<file path="src/rtl/gpu_pixel_writer.sv">
// gpu_pixel_writer
//   Consumes the gpu pixel stream, which has no backpressure. Each in-range
//   pixel is converted to a linear frame-buffer word address (y*SCREEN_WIDTH+x).
//   Its colour is packed into one {r,g,b} word. The address/data pair is queued
//   in a small FIFO. Queued writes are issued one at a time over a req/ack
//   memory port.
//   A pixel is dropped and counted when the FIFO is full or the pixel is off
//   screen. Only a drop caused by fullness sets the sticky overflow flag.
//
// Ports
//   clk, rst             clock; synchronous active-high reset
//   data_avail_i         x_i/y_i/r_i/g_i/b_i carry a pixel this cycle
//   x_i, y_i             pixel coordinates
//   r_i, g_i, b_i        pixel colour channels
//   mem_req_o            write request, held until mem_ack_i
//   mem_addr_o           word address of the FIFO head (0 when idle)
//   mem_data_o           {r,g,b} of the FIFO head (0 when idle)
//   mem_ack_i            write accepted this cycle (ignored when idle)
//   fifo_count_o         entries currently queued
//   overflow_o           sticky: a valid pixel was dropped on a full FIFO
//   drop_count_o         dropped pixels, saturating at 16'hFFFF
//
// Memory handshake: mem_req_o is raised with mem_addr_o/mem_data_o and all
// three stay constant until the first rising edge at which mem_ack_i=1. That
// edge completes the write and pops the FIFO head. If the FIFO is still
// non-empty after that edge, the next write is presented in the following
// cycle.
module gpu_pixel_writer #(
  parameter int WIDTH_BITS    = 10,
  parameter int HEIGHT_BITS   = 9,
  parameter int CHANNEL_BITS  = 8,
  parameter int SCREEN_WIDTH  = 640,
  parameter int SCREEN_HEIGHT = 480,
  parameter int ADDR_BITS     = 19,
  parameter int FIFO_DEPTH    = 8
) (
  input  logic                          clk,
  input  logic                          rst,
  input  logic                          data_avail_i,
  input  logic [WIDTH_BITS-1:0]         x_i,
  input  logic [HEIGHT_BITS-1:0]        y_i,
  input  logic [CHANNEL_BITS-1:0]       r_i,
  input  logic [CHANNEL_BITS-1:0]       g_i,
  input  logic [CHANNEL_BITS-1:0]       b_i,
  output logic                          mem_req_o,
  output logic [ADDR_BITS-1:0]          mem_addr_o,
  output logic [3*CHANNEL_BITS-1:0]     mem_data_o,
  input  logic                          mem_ack_i,
  output logic [$clog2(FIFO_DEPTH):0]   fifo_count_o,
  output logic                          overflow_o,
  output logic [15:0]                   drop_count_o
);

  localparam int PTR_BITS   = $clog2(FIFO_DEPTH);
  localparam int CNT_BITS   = PTR_BITS + 1;
  localparam int DATA_BITS  = 3 * CHANNEL_BITS;
  localparam int ENTRY_BITS = ADDR_BITS + DATA_BITS;

  localparam logic [WIDTH_BITS:0]  X_LIMIT  = (WIDTH_BITS + 1)'(SCREEN_WIDTH);
  localparam logic [HEIGHT_BITS:0] Y_LIMIT  = (HEIGHT_BITS + 1)'(SCREEN_HEIGHT);
  localparam logic [CNT_BITS-1:0]  CNT_FULL = CNT_BITS'(FIFO_DEPTH);

  typedef enum logic {IDLE = 1'b0, REQ = 1'b1} state_t;

  state_t                state, next_state;
  logic [CNT_BITS-1:0]   count, count_next;
  logic [PTR_BITS-1:0]   wr_ptr, rd_ptr;
  logic [ENTRY_BITS-1:0] fifo_mem [FIFO_DEPTH];
  logic [ENTRY_BITS-1:0] head;

  logic                  in_range, full, push, pop;
  logic [ADDR_BITS-1:0]  push_addr;
  logic [DATA_BITS-1:0]  push_data;
  logic                  drop_any, drop_full;
  logic [15:0]           drop_count;
  logic                  overflow;

  // Pixel qualification and address generation
  assign in_range = ({1'b0, x_i} < X_LIMIT) && ({1'b0, y_i} < Y_LIMIT);

  // Both operands are zero-extended to the full address width before the
  // multiply. The low ADDR_BITS of a product depend only on the low ADDR_BITS
  // of its operands, so this matches a wider multiply-add cut to ADDR_BITS at
  // the end. Coordinates are never narrowed first.
  assign push_addr = ADDR_BITS'(y_i) * ADDR_BITS'(SCREEN_WIDTH) + ADDR_BITS'(x_i);
  assign push_data = {r_i, g_i, b_i};

  // FIFO control
  assign full = (count == CNT_FULL);
  assign pop  = (state == REQ) && mem_ack_i;
  // A full FIFO still accepts a pixel when the head leaves on the same edge.
  assign push = data_avail_i && in_range && (!full || pop);

  assign drop_any  = data_avail_i && !push;
  assign drop_full = data_avail_i && in_range && !push;

  always_comb begin
    count_next = count;
    case ({push, pop})
      2'b10:   count_next = count + CNT_BITS'(1);
      2'b01:   count_next = count - CNT_BITS'(1);
      default: count_next = count;
    endcase
  end

  assign head = fifo_mem[rd_ptr];

  always_ff @(posedge clk) begin
    if (rst) begin
      count  <= '0;
      wr_ptr <= '0;
      rd_ptr <= '0;
    end else begin
      count <= count_next;
      // Depth is a power of two, so the pointers wrap by overflowing.
      if (push) wr_ptr <= wr_ptr + PTR_BITS'(1);
      if (pop)  rd_ptr <= rd_ptr + PTR_BITS'(1);
    end
  end

  // The storage array holds no control state, so it needs no reset.
  always_ff @(posedge clk) begin
    if (push) fifo_mem[wr_ptr] <= {push_addr, push_data};
  end

  // Drop accounting
  always_ff @(posedge clk) begin
    if (rst) begin
      drop_count <= '0;
      overflow   <= 1'b0;
    end else begin
      if (drop_any && (drop_count != 16'hFFFF)) drop_count <= drop_count + 16'd1;
      if (drop_full) overflow <= 1'b1;
    end
  end

  // Write FSM: state register
  always_ff @(posedge clk) begin
    if (rst) state <= IDLE;
    else     state <= next_state;
  end

  // Write FSM: next state
  // IDLE looks at the registered count. A pixel pushed at edge N therefore
  // raises the request after edge N+1.
  always_comb begin
    next_state = state;
    case (state)
      IDLE:    if (count != '0) next_state = REQ;
      REQ:     if (mem_ack_i && (count_next == '0)) next_state = IDLE;
      default: next_state = IDLE;
    endcase
  end

  // Write FSM: outputs
  always_comb begin
    mem_req_o  = 1'b0;
    mem_addr_o = '0;
    mem_data_o = '0;
    if (state == REQ) begin
      mem_req_o  = 1'b1;
      mem_addr_o = head[ENTRY_BITS-1:DATA_BITS];
      mem_data_o = head[DATA_BITS-1:0];
    end
  end

  assign fifo_count_o = count;
  assign overflow_o   = overflow;
  assign drop_count_o = drop_count;

endmodule

</file>
<file path="config.mk">
export PLATFORM = sky130hd
export DESIGN_NAME = gpu_pixel_writer
export DESIGN_NICKNAME = d
export VERILOG_FILES = /design/src/rtl/gpu_pixel_writer.sv
export SDC_FILE = /design/constraint.sdc
export NUM_CORES = 1
export LEC_CHECK = 0
export CAP_MARGIN = 10
export CELL_PAD_IN_SITES_DETAIL_PLACEMENT = 0
export CELL_PAD_IN_SITES_GLOBAL_PLACEMENT = 1
export CORE_UTILIZATION = 40
export CTS_BUF_LIST = sky130_fd_sc_hd__clkbuf_4 sky130_fd_sc_hd__clkbuf_8
export DETAILED_ROUTE_END_ITERATION = 8
export PLACE_DENSITY = 0.71
export SLEW_MARGIN = 10
export SYNTH_ARGS = -nofsm -noshare
export SYNTH_HDL_FRONTEND = slang
export SYNTH_SLANG_ARGS = --single-unit
</file>
<file path="constraint.sdc">
create_clock -name clk -period 7.2 [get_ports clk]
set_input_delay 1.44 -clock clk [delete_from_list [all_inputs] [get_ports clk]]
set_output_delay 1.44 -clock clk [all_outputs]
set_load 0.02 [all_outputs]
</file>
* Word level (Yosys, flattened, before mapping) *
Memories as Yosys holds them, arrays and structs flattened. A register that Yosys moved wholly into a read port is not among the register bits.
Index checks and enable logic that the tools add are counted.

cells by class
  add/sub/neg operators = 6
  multipliers = 1
  magnitude comparators = 2
  equality and inequality tests = 4
  mux-type cells = 11
  bitwise gates (word level) = 1
  reductions and logical operators = 13

operators by type and width
  operator                                             count
  2-to-1 mux 24 bit                                    1
  adder 19 x 10 -> 19 bit                              1
  2-to-1 mux 19 bit                                    1
  adder 16 x 1 -> 16 bit, second input constant        1
  inequality test 16 bit, second input constant        1
  multiplier 9 x 3 -> 12 bit, second input constant    1
  less-than comparator 10 bit, second input constant   1
  less-than comparator 9 bit, second input constant    1
  logical AND 1 bit                                    8
  case mux 4 bit (2 select lines)                      1
  adder 3 x 1 -> 3 bit, second input constant          2
  2-to-1 mux 3 bit                                     2
  2-to-1 mux 1 bit                                     5
  adder 4 x 1 -> 4 bit, second input constant          1
  equality test 4 bit, second input constant           1
  zero test 4 bit                                      1
  nonzero test 4 bit                                   1
  subtractor 4 x 1 -> 4 bit, second input constant     1
  equality test 2 x 1 -> 1 bit, second input constant  1
  equality test 2 bit, second input constant           1
  zero test 1 bit                                      2
  case mux 1 bit (2 select lines)                      1
  logical OR 1 bit                                     1
  NOT 1 bit                                            1

word-level totals
  bits in registers = 28
  RAM bits = 344
  input bits = 47
  output and inout port bits = 65
  word-level logic and storage cells = 45
  memories = 1

memory list
  memory    words  bits a word  rd ports  clocked after memory_dff  wr ports  RTL line  text
  fifo_mem  8      43           1         1                         1         68        logic [ENTRY_BITS-1:0] fifo_mem [FIFO_DEPTH];

* Longest topological paths before layout *
Gate-level depths: netlist (run 1).

  depth in word-level cells = 10
  gate-level depth with buffers = 13
  depth with buffers taken out = 12

* Worst setup path after synthesis (run 1) *
Ideal clock, no wire load.

  path type = in2reg
  from = in x_i[8]
  to = mem fifo_mem[1][0] (netlist bit), enable pin
  setup time = 0.506 ns
  arrival = 5.496 ns
  data required time = 6.694 ns
  setup slack = 1.199 ns
  stages on the path = 4
  buffers on the path = 0
  cells stage by stage = o21ai_0 > nand3_1 > or3_2 > nor3b_1

between the ends
  longest elaborated chain between the ends = 6

RTL lines
  element                                 RTL line  text
  start: declaration                      40        input logic [WIDTH_BITS-1:0] x_i,
  less-than comparator 10 bit             79        assign in_range = ({1'b0, x_i} < X_LIMIT) && ({1'b0, y_i} < Y_LIMIT);
  logical AND 1 bit                       79
  logical AND 1 bit (2 in a row)          92        assign push = data_avail_i && in_range && (!full || pop);
  2-to-1 mux 1 bit                        123       if (push) fifo_mem[wr_ptr] <= {push_addr, push_data};
  2-to-1 mux 1 bit (not written as such)  123
  end: declaration                        68

No other way between the ends.

==> results of run 1 <==
[worst max-delay path: stages, from the launching register on]
cell             delay, ns
dfxtp_4               1.02
buf_12                0.39
mux4_2                0.55
mux2i_1               0.18
nor2b_1               0.12
clkdlybuf4s50_1       0.55
[synth_stat cells, types with 2 or more instances]
cell and number:
edfxtp_1 344, mux4_2 86, mux2i_1 45, nor2b_1 45
nor2_1 38, dfxtp_1 31, xnor2_1 24, ha_1 23
xor2_1 16, clkbuf_1 12, buf_2 11, buf_1 10
inv_1 10, nand2_1 10, o21ai_0 8, a21oi_1 7
nand3_1 7, nor3_1 7, nor3b_1 6, nand4_1 5
nor4_1 5, a211oi_1 3, buf_6 3, nor3b_2 3
and3_1 2, and4_2 2, fa_1 2, nand2b_1 2
nor3_4 2, nor4_4 2
[area by class of cell]
cell class	instances	area (um^2)	share of cell area (%)
Clock buffer	70	894.6	4.917
Clock inverter	39	275.3	1.513
Inverter	10	37.54	0.2063
Multi-Input combinational cell	369	4170	22.92
Sequential cell	375	10960	60.26
Tap cell	511	639.4	3.514
Timing Repair Buffer	123	1214	6.671
[metrics by stage]
step	std cells	setup slack (ns)
floorplan	792	1.199
global placement	1388	2.606
detailed placement	1388	2.512
CTS	1497	2.119
global route	1497	2.036
finish	1497	2.279
[layer usage]
metal | track usage (%) | vias up | routed length, um
met3 | 3.210 | 47 | 1532
met5 | 0 | - | 0
met2 | 26.93 | 193 | 14930
li1 | - | 3456 | -
met1 | 21.85 | 3941 | 13660
met4 | 4.220 | 0 | 457
[registers in the layout, indices dropped and copies added (netlist names), named ones only]
| signal | cells |
|---|---|
| fifo_mem | 344 |
| fifo_count_o | 4 |
| rd_ptr | 3 |
| drop_count_o | 16 |
| wr_ptr | 3 |
| state | 1 |
| overflow_o | 1 |
[how the worst min path moves through the flow]
| stage | cells past startpoint | startpoint | slack (ns) | to |
|---|---|---|---|---|
| after floorplan | 2 | rd_ptr[1]$_SDFFE_PP0P_ | 0.45 | flip-flop |
| after global placement | 2 | overflow_o$_SDFFE_PP0P_ | 0.46 | overflow_o$_SDFFE_PP0P_ |
| after detailed placement | 2 | overflow_o$_SDFFE_PP0P_ | 0.47 | overflow_o$_SDFFE_PP0P_ |
| after CTS | 2 | rd_ptr[1]$_SDFFE_PP0P_ | 0.48 | flip-flop |
| after global routing | 2 | rd_ptr[1]$_SDFFE_PP0P_ | 0.51 | flip-flop |
| final | 2 | rd_ptr[1]$_SDFFE_PP0P_ | 0.48 | flip-flop |
[logic make-up after synthesis]
kind of cell,count (synthesis)
flip-flops,375
AO/OA/AOI/OAI,27
AND/OR/NAND/NOR,146
multiplexers,131
adder cells (fa/ha/maj),25
XOR/XNOR,40
buffers and inverters,48
[power breakdown]
group          switching [W]  internal [W]  leakage, nW
logic               0.000409      0.000419         1.66
registers          0.0000801       0.00248         3.37
clock network       0.000830      0.000942        0.632
==> flow_summary.ini, run 1 <==
[critical_path]
worstSetupPathType = flip-flop to output port
critPathLaunchType = flip-flop
required_ns = 5.76
worstSetupEndpoint = mem_data_o[0]
rrSetupSlack_ns = 4.09
r2r-start = fifo_count_o[0]$_SDFF_PP0_
crit_arrival_ns = 3.48
r2r_cells = 5
reg2reg_to = fifo_mem[2][26]$_DFFE_PP_
worstSetupEndpointType = output port
path_max_fanout = 49

[logic_synthesis]
ys_ff_latch = 375
async_flop_share_pct = 0
avgSynthCellArea_um2 = 19.31
synth_top_family_by_area = multiplexers
ys_seq_area_share_pct = 71.59
synthFlopType = edfxtp_1
yosys_warnings = 0
synth_compound_area_share_pct = 1.137
synth_top_area_share_pct = 67.53
synth_edf_count = 344
synthMuxAreaShare_pct = 15.61
netlist_area_mm2 = 0.01530
ys_types = 51
synth_fp_nets = 864
syn_inst = 792
synth_simple_gate_area_share_pct = 5.791
synth-xor-area-share_pct = 2.290
yosys.area.top_type = edfxtp_1
synthAdderAreaFrac_pct = 2.143
synth_area_leaders = edfxtp_1 68%, mux4_2 13%, dfxtp_1 4.1%

[power]
power.density_mw_per_mm2 = 283.4
peakVddDrop_mv = 0.1527
p_leak_nw = 5.662
p_total_w = 0.005156

[sta]
setup_viol = 0
relSlewSlack_pct = 29.88
final_max_slew_viol_count = 0
tightest_slew_ns = 1.052
rsz0062_at_grt = false
final-hold-violation-count = 0
post-route-period-util_pct = 68.35
skew_ns = 0.04309
fmaxAchievable_mhz = 203.2
tns_ns = 0
hold_ws_ns = 0.4818
final.min_clock_period_ns = 4.921

[finish]
antennaDiodeCount = 0
layout_commonest_cell = edfxtp_1
layout_common_cells = 344 x edfxtp_1, 111 x clkdlybuf4s50_1, 86 x mux4_2
nFillCells = 3241
final_core_util_pct = 48.30
drive_above_1_share_pct = 22.62
area.growth.synth_to_final_pct = 18.94
nNetsFinal = 1010
postLayoutCellArea_mm2 = 0.01819

[global_route]
grt_pass1_vias = 8201
overflow = 0
grt_first_pass_wirelength_um = 47540
grt_max_degree = 51
grt_antenna_before_repair = 0
gr-usage-all-layers_pct = 16.22

[placed_design]
placed_area_mm2 = 0.01702
port_buffers = 111
gp_congestion = 0.7064
hpwlAfterDp_um = 16270

[clocking]
cts-hold-fix-buffers = 0
postCtsSetupRepairBufs = 0
cts_tree = built
cts-root-buf = clkbuf_8
ctsHtreeMaxLevel = 2
cts_resized = 0
cts.sinks = 375
clk_latency_ns = 0.62
clockBufferDepth = 3
cts_made_buffers = 59
clk_pin_slew_ns = 0.06

[floorplanning]
initial_core_util_pct = 40.61
core_mm2 = 0.03767
num_rows = 71
die_h_um = 197.6
die_area_mm2 = 0.03903
pin_count = 112
die_w_um = 197.6

[detailed_routing]
drt_first_pass_iters = 6
wire_per_inst_um = 20.43
drt-total-wl_um = 30580
ant_nets = 0
vias = 7637
vias_per_cell = 5.102
route.detailed.drc = 0
dr.first_iter.drc_count = 455

[min_path]
holdCritPathClass = flip-flop to flip-flop

[outcome]
status = complete, no violations

[flow_run]
maxCapViolations = 0
Power figures use the tool's default switching activity.
==> run 2: changes to the inputs <==
==> constraint.sdc (replaced) <==
create_clock -name clk -period 4.9 [get_ports clk]
set_input_delay 0.98 -clock clk [delete_from_list [all_inputs] [get_ports clk]]
set_output_delay 0.98 -clock clk [all_outputs]
set_load 0.02 [all_outputs]
==> flow_summary.ini, run 2 (synthesis gave the netlist of run 1 again) <==
[global_route]
grt_first_pass_wirelength_um = 47640
grt_busiest_layer = met2
grt_antenna_before_repair = 0
use_met2_pct = 26.46
grt_use_met1_pct = 22.11
grt_max_degree = 46
grt_pass1_vias = 8173
gr-usage-all-layers_pct = 16.25
overflow = 0
gr-usage-met3_pct = 3.551

[sta]
rsz0062_at_grt = false
setup_viol = 0
tns_ns = 0
final-hold-violation-count = 0
final_max_slew_viol_count = 0
skew_ns = 0.01963
fmaxAchievable_mhz = 250.0
final.min_clock_period_ns = 4.000
relSlewSlack_pct = 44.51
post-route-period-util_pct = 81.63
tightest_slew_ns = 0.8264

[clocking]
cts_tree = built
cts_made_buffers = 60
clk_latency_ns = 0.60
ctsHtreeMaxLevel = 2
clockBufferDepth = 3
postCtsSetupRepairBufs = 0
cts.sinks = 375
cts_resized = 0
cts-hold-fix-buffers = 0
cts-root-buf = clkbuf_8
clk_pin_slew_ns = 0.06

[finish]
largest_register_ffs = 344
antennaDiodeCount = 0
nFillCells = 3214
regMostFlops = fifo_mem
nNetsFinal = 1022
area.growth.synth_to_final_pct = 19.77
ff_latch_area_mm2 = 0.01096
layout_commonest_cell = edfxtp_1
layout_common_cells = 344 x edfxtp_1, 111 x clkdlybuf4s50_1, 86 x mux4_2
multi_input_area_mm2 = 0.004183
postLayoutCellArea_mm2 = 0.01832
drive_above_1_share_pct = 23.17

[floorplanning]
initial_core_util_pct = 40.61
die_w_um = 197.6
die_area_mm2 = 0.03903
pin_count = 112
num_rows = 71
die_h_um = 197.6
core_mm2 = 0.03767

[detailed_routing]
vias = 7576
wire_per_inst_um = 20.38
ant_nets = 0
dr.first_iter.drc_count = 363
drt_first_pass_iters = 6
vias_per_cell = 5.024
route.detailed.drc = 0
drt-total-wl_um = 30730

[placed_design]
placed_area_mm2 = 0.01717
port_buffers = 111
hpwlAfterDp_um = 17470
gp_congestion = 0.7189

[critical_path]
critPathLaunchType = flip-flop
crit_arrival_ns = 3.02
slowest_stage = clkdlybuf4s50_1
worstSetupEndpointType = output port
required_ns = 3.92
path_max_fanout = 19
crit_path_max_incr_delay_ns = 0.70
path_cells = buf_4 > mux4_2 > mux2i_1 > nor2b_1 > clkdlybuf4s50_1
worstSetupPathType = flip-flop to output port

[power]
power.density_mw_per_mm2 = 410.5
p_leak_nw = 5.721
peakVddDrop_mv = 0.2125
p_total_w = 0.007522

[flow_run]
maxCapViolations = 0

[min_path]
holdCritPathClass = flip-flop to flip-flop

[outcome]
status = complete, no violations
run 2: worst max-delay path: cells and delay by family, from the launching register on:
kind | cells | cell delay (ns)
mux | 2 | 0.34
simple gates | 1 | 0.42
buf+inv | 2 | 1.06
flops | 1 | 0.60
run 2: final cells by class:
| cell class | count | area share, % |
|---|---|---|
| Sequential cell | 375 | 59.82 |
| Timing Repair Buffer | 134 | 7.348 |
| Clock inverter | 24 | 0.6693 |
| Tap cell | 511 | 3.490 |
| Clock buffer | 85 | 5.634 |
| Inverter | 10 | 0.2049 |
| Multi-Input combinational cell | 369 | 22.83 |
run 2: path summary, 6_finish.rpt:
kind	slack, ns	start	cells past startpoint	endpoint
worst min register to register	0.49	rd_ptr[1]$_SDFFE_PP0P_	2	flip-flop
worst max register to register	2.01	state$_SDFF_PP0_	12	state$_SDFF_PP0_
worst min-delay path	0.49	rd_ptr[1]$_SDFFE_PP0P_	2	flip-flop
worst max-delay path	0.90	flip-flop	5	mem_addr_o[18]
run 2: report_power, final:
| part | total [W] | switching [W] | leakage [nW] | internal, W |
|---|---|---|---|---|
| combinational | 0.00126 | 0.000633 | 1.74 | 0.000624 |
| sequential | 0.00373 | 0.0000909 | 3.37 | 0.00364 |
| clock | 0.00253 | 0.00118 | 0.618 | 0.00136 |
| total | 0.00752 | 0.00190 | 5.72 | 0.00562 |
run 2: metal layers:
layer | vias up | wire (um)
met1 | 3857 | 13920
met2 | 190 | 14590
met5 | - | 0
met3 | 42 | 1746
met4 | 0 | 466
li1 | 3487 | -
run 2: per-stage QoR:
stage / hold WS [ns] / setup WS [ns] / std cells / util, %
floorplan: 0.4541 / -0.6107 / 792 / -
global placement: 0.4581 / 0.8445 / 1399 / 45.58
detailed placement: 0.4777 / 0.7179 / 1399 / 45.58
CTS: 0.4961 / 0.7604 / 1508 / 48.64
global route: 0.5235 / 0.6442 / 1508 / 48.64
finish: 0.4870 / 0.9002 / 1508 / 48.64
==> run 3: changes to the inputs <==
==> constraint.sdc (replaced) <==
create_clock -name clk -period 3.95 [get_ports clk]
set_input_delay 0.79 -clock clk [delete_from_list [all_inputs] [get_ports clk]]
set_output_delay 0.79 -clock clk [all_outputs]
set_load 0.02 [all_outputs]
==> flow_summary.ini, run 3 (synthesis gave the netlist of run 1 again) <==
[min_path]
holdCritPathClass = flip-flop to flip-flop

[critical_path]
r2r_cells = 12
critPathLaunchType = flip-flop
worstSetupPathType = flip-flop to output port
required_ns = 3.16
rrSetupSlack_ns = 1.41
r2r-start = fifo_count_o[1]$_SDFF_PP0_
crit_arrival_ns = 2.91
reg2reg_to = state$_SDFF_PP0_
worstSetupEndpoint = mem_addr_o[18]
path_max_fanout = 31
worstSetupEndpointType = output port

[power]
power.share.combinational_pct = 17.2
peakVddDrop_mv = 0.2409
pwr-share-clk_pct = 33.6
p_sw_w = 0.002383
sw_frac_of_total_pct = 25.49
p_seq_share_pct = 49.2
p_leak_nw = 5.753
p_total_w = 0.009350
power.density_mw_per_mm2 = 506.8
internal_power_w = 0.006966

[placed_design]
port_buffers = 111
dp_cells = 1404
place_ws_ns = 0.1850
gp_congestion = 0.6955
hpwlAfterDp_um = 17480
placed_area_mm2 = 0.01730

[floorplanning]
core_mm2 = 0.03767
num_rows = 71
die_w_um = 197.6
die_area_mm2 = 0.03903
initial_core_util_pct = 40.61
pin_count = 112
die_h_um = 197.6

[clocking]
postCtsSetupRepairBufs = 0
cts-hold-fix-buffers = 0
clk_latency_ns = 0.64
cts_made_buffers = 59
cts-root-buf = clkbuf_8
ctsHtreeMaxLevel = 2
clk_pin_slew_ns = 0.06
clockBufferDepth = 3
cts_resized = 0
cts.sinks = 375
cts_tree = built

[finish]
layout_common_cells = 344 x edfxtp_1, 111 x clkdlybuf4s50_1, 86 x mux4_2
instances_no_fill = 1512
postLayoutCellArea_mm2 = 0.01845
nNetsFinal = 1026
drive_above_1_share_pct = 23.40
nFillCells = 3199
largest_register_ffs = 344
area.growth.synth_to_final_pct = 20.59
layout_commonest_cell = edfxtp_1
regMostFlops = fifo_mem

[sta]
final.min_clock_period_ns = 3.695
tightest_slew_ns = 1.096
setup_viol = 0
fin_ws_ns = 0.2546
relSlewSlack_pct = 26.70
final_max_slew_viol_count = 0
rsz0062_at_grt = false
tns_ns = 0
skew_ns = 0.04519
fmaxAchievable_mhz = 270.6
final-hold-violation-count = 0
post-route-period-util_pct = 93.55

[detailed_routing]
route.detailed.drc = 0
dr.first_iter.drc_count = 363
vias = 7650
wire_per_inst_um = 20.13
drt-total-wl_um = 30440
drt_first_pass_iters = 6
ant_nets = 0
vias_per_cell = 5.060

[global_route]
overflow = 0
grt_max_degree = 44
use_met2_pct = 25.90
grt_pass1_vias = 8072
grt_busiest_layer = met2
grt_first_pass_wirelength_um = 47180
gr-usage-met3_pct = 3.210
gr-usage-all-layers_pct = 16.23
grt_antenna_before_repair = 0
grt_use_met1_pct = 22.33

[outcome]
status = complete, no violations

[flow_run]
maxCapViolations = 0
==> run 3: changes by cell type in the layout (fill, tap and decap cells not counted), moves of 2 or more <==
cell / change
buf_12: +8
buf_4: -3
clkbuf_4: -2
clkbuf_8: -4
clkinvlp_4: +2
==> run 3: critical path, stage by stage (launching register included) <==
cell and delay, ns:
dfxtp_4 0.63, buf_12 0.28, mux4_2 0.24, mux2i_1 0.07, nor2b_1 0.37, clkdlybuf4s50_1 0.69
==> run 3: layer usage <==
metal / part of all wire (%) / up-vias / wire (um)
li1: - / 3495 / -
met5: 0 / - / 0
met1: 46 / 3917 / 13860
met3: 5.5 / 41 / 1665
met2: 47 / 197 / 14420
met4: 1.6 / 0 / 497
==> run 3: layout make-up <==
class,count,area (um^2),area share (%)
clock buffers,79,962.2,5.216
clock inverters,28,177.7,0.9632
well taps,511,639.4,3.466
inverters,10,37.54,0.2035
diodes,1,2.502,0.01357
repair buffers,139,1484,8.044
flip-flops and latches,375,10960,59.42
multi-input cells,369,4183,22.68
==> run 3: metrics by stage <==
| step | hold slack (ns) | util, % |
|---|---|---|
| floorplan | 0.4541 | - |
| finish | 0.4716 | 48.97 |
| CTS | 0.4782 | 48.97 |
| detailed placement | 0.4677 | 45.94 |
| global route | 0.5253 | 48.97 |
| global placement | 0.4622 | 45.94 |
==> run 3: power groups by stage <==
stage	sequential [W]	clock (W)	combinational, W
CTS	0.00460	0.00323	0.00164
finish	0.00460	0.00314	0.00161
global placement	0.00468	0	0.00163
floorplan	0.00466	0	0.00106
global route	0.00462	0.00340	0.00175
detailed placement	0.00469	0	0.00164
==> run 3: how the worst min path moves through the flow <==
stage	start	endpoint	cells after the start
2_1_floorplan	rd_ptr[1]$_SDFFE_PP0P_	flip-flop	2
3_3_place_gp	rd_ptr[1]$_SDFFE_PP0P_	flip-flop	2
3_5_place_dp	rd_ptr[1]$_SDFFE_PP0P_	flip-flop	2
4_1_cts	rd_ptr[1]$_SDFFE_PP0P_	flip-flop	2
5_1_grt	rd_ptr[1]$_SDFFE_PP0P_	flip-flop	2
6_report	rd_ptr[1]$_SDFFE_PP0P_	flip-flop	2
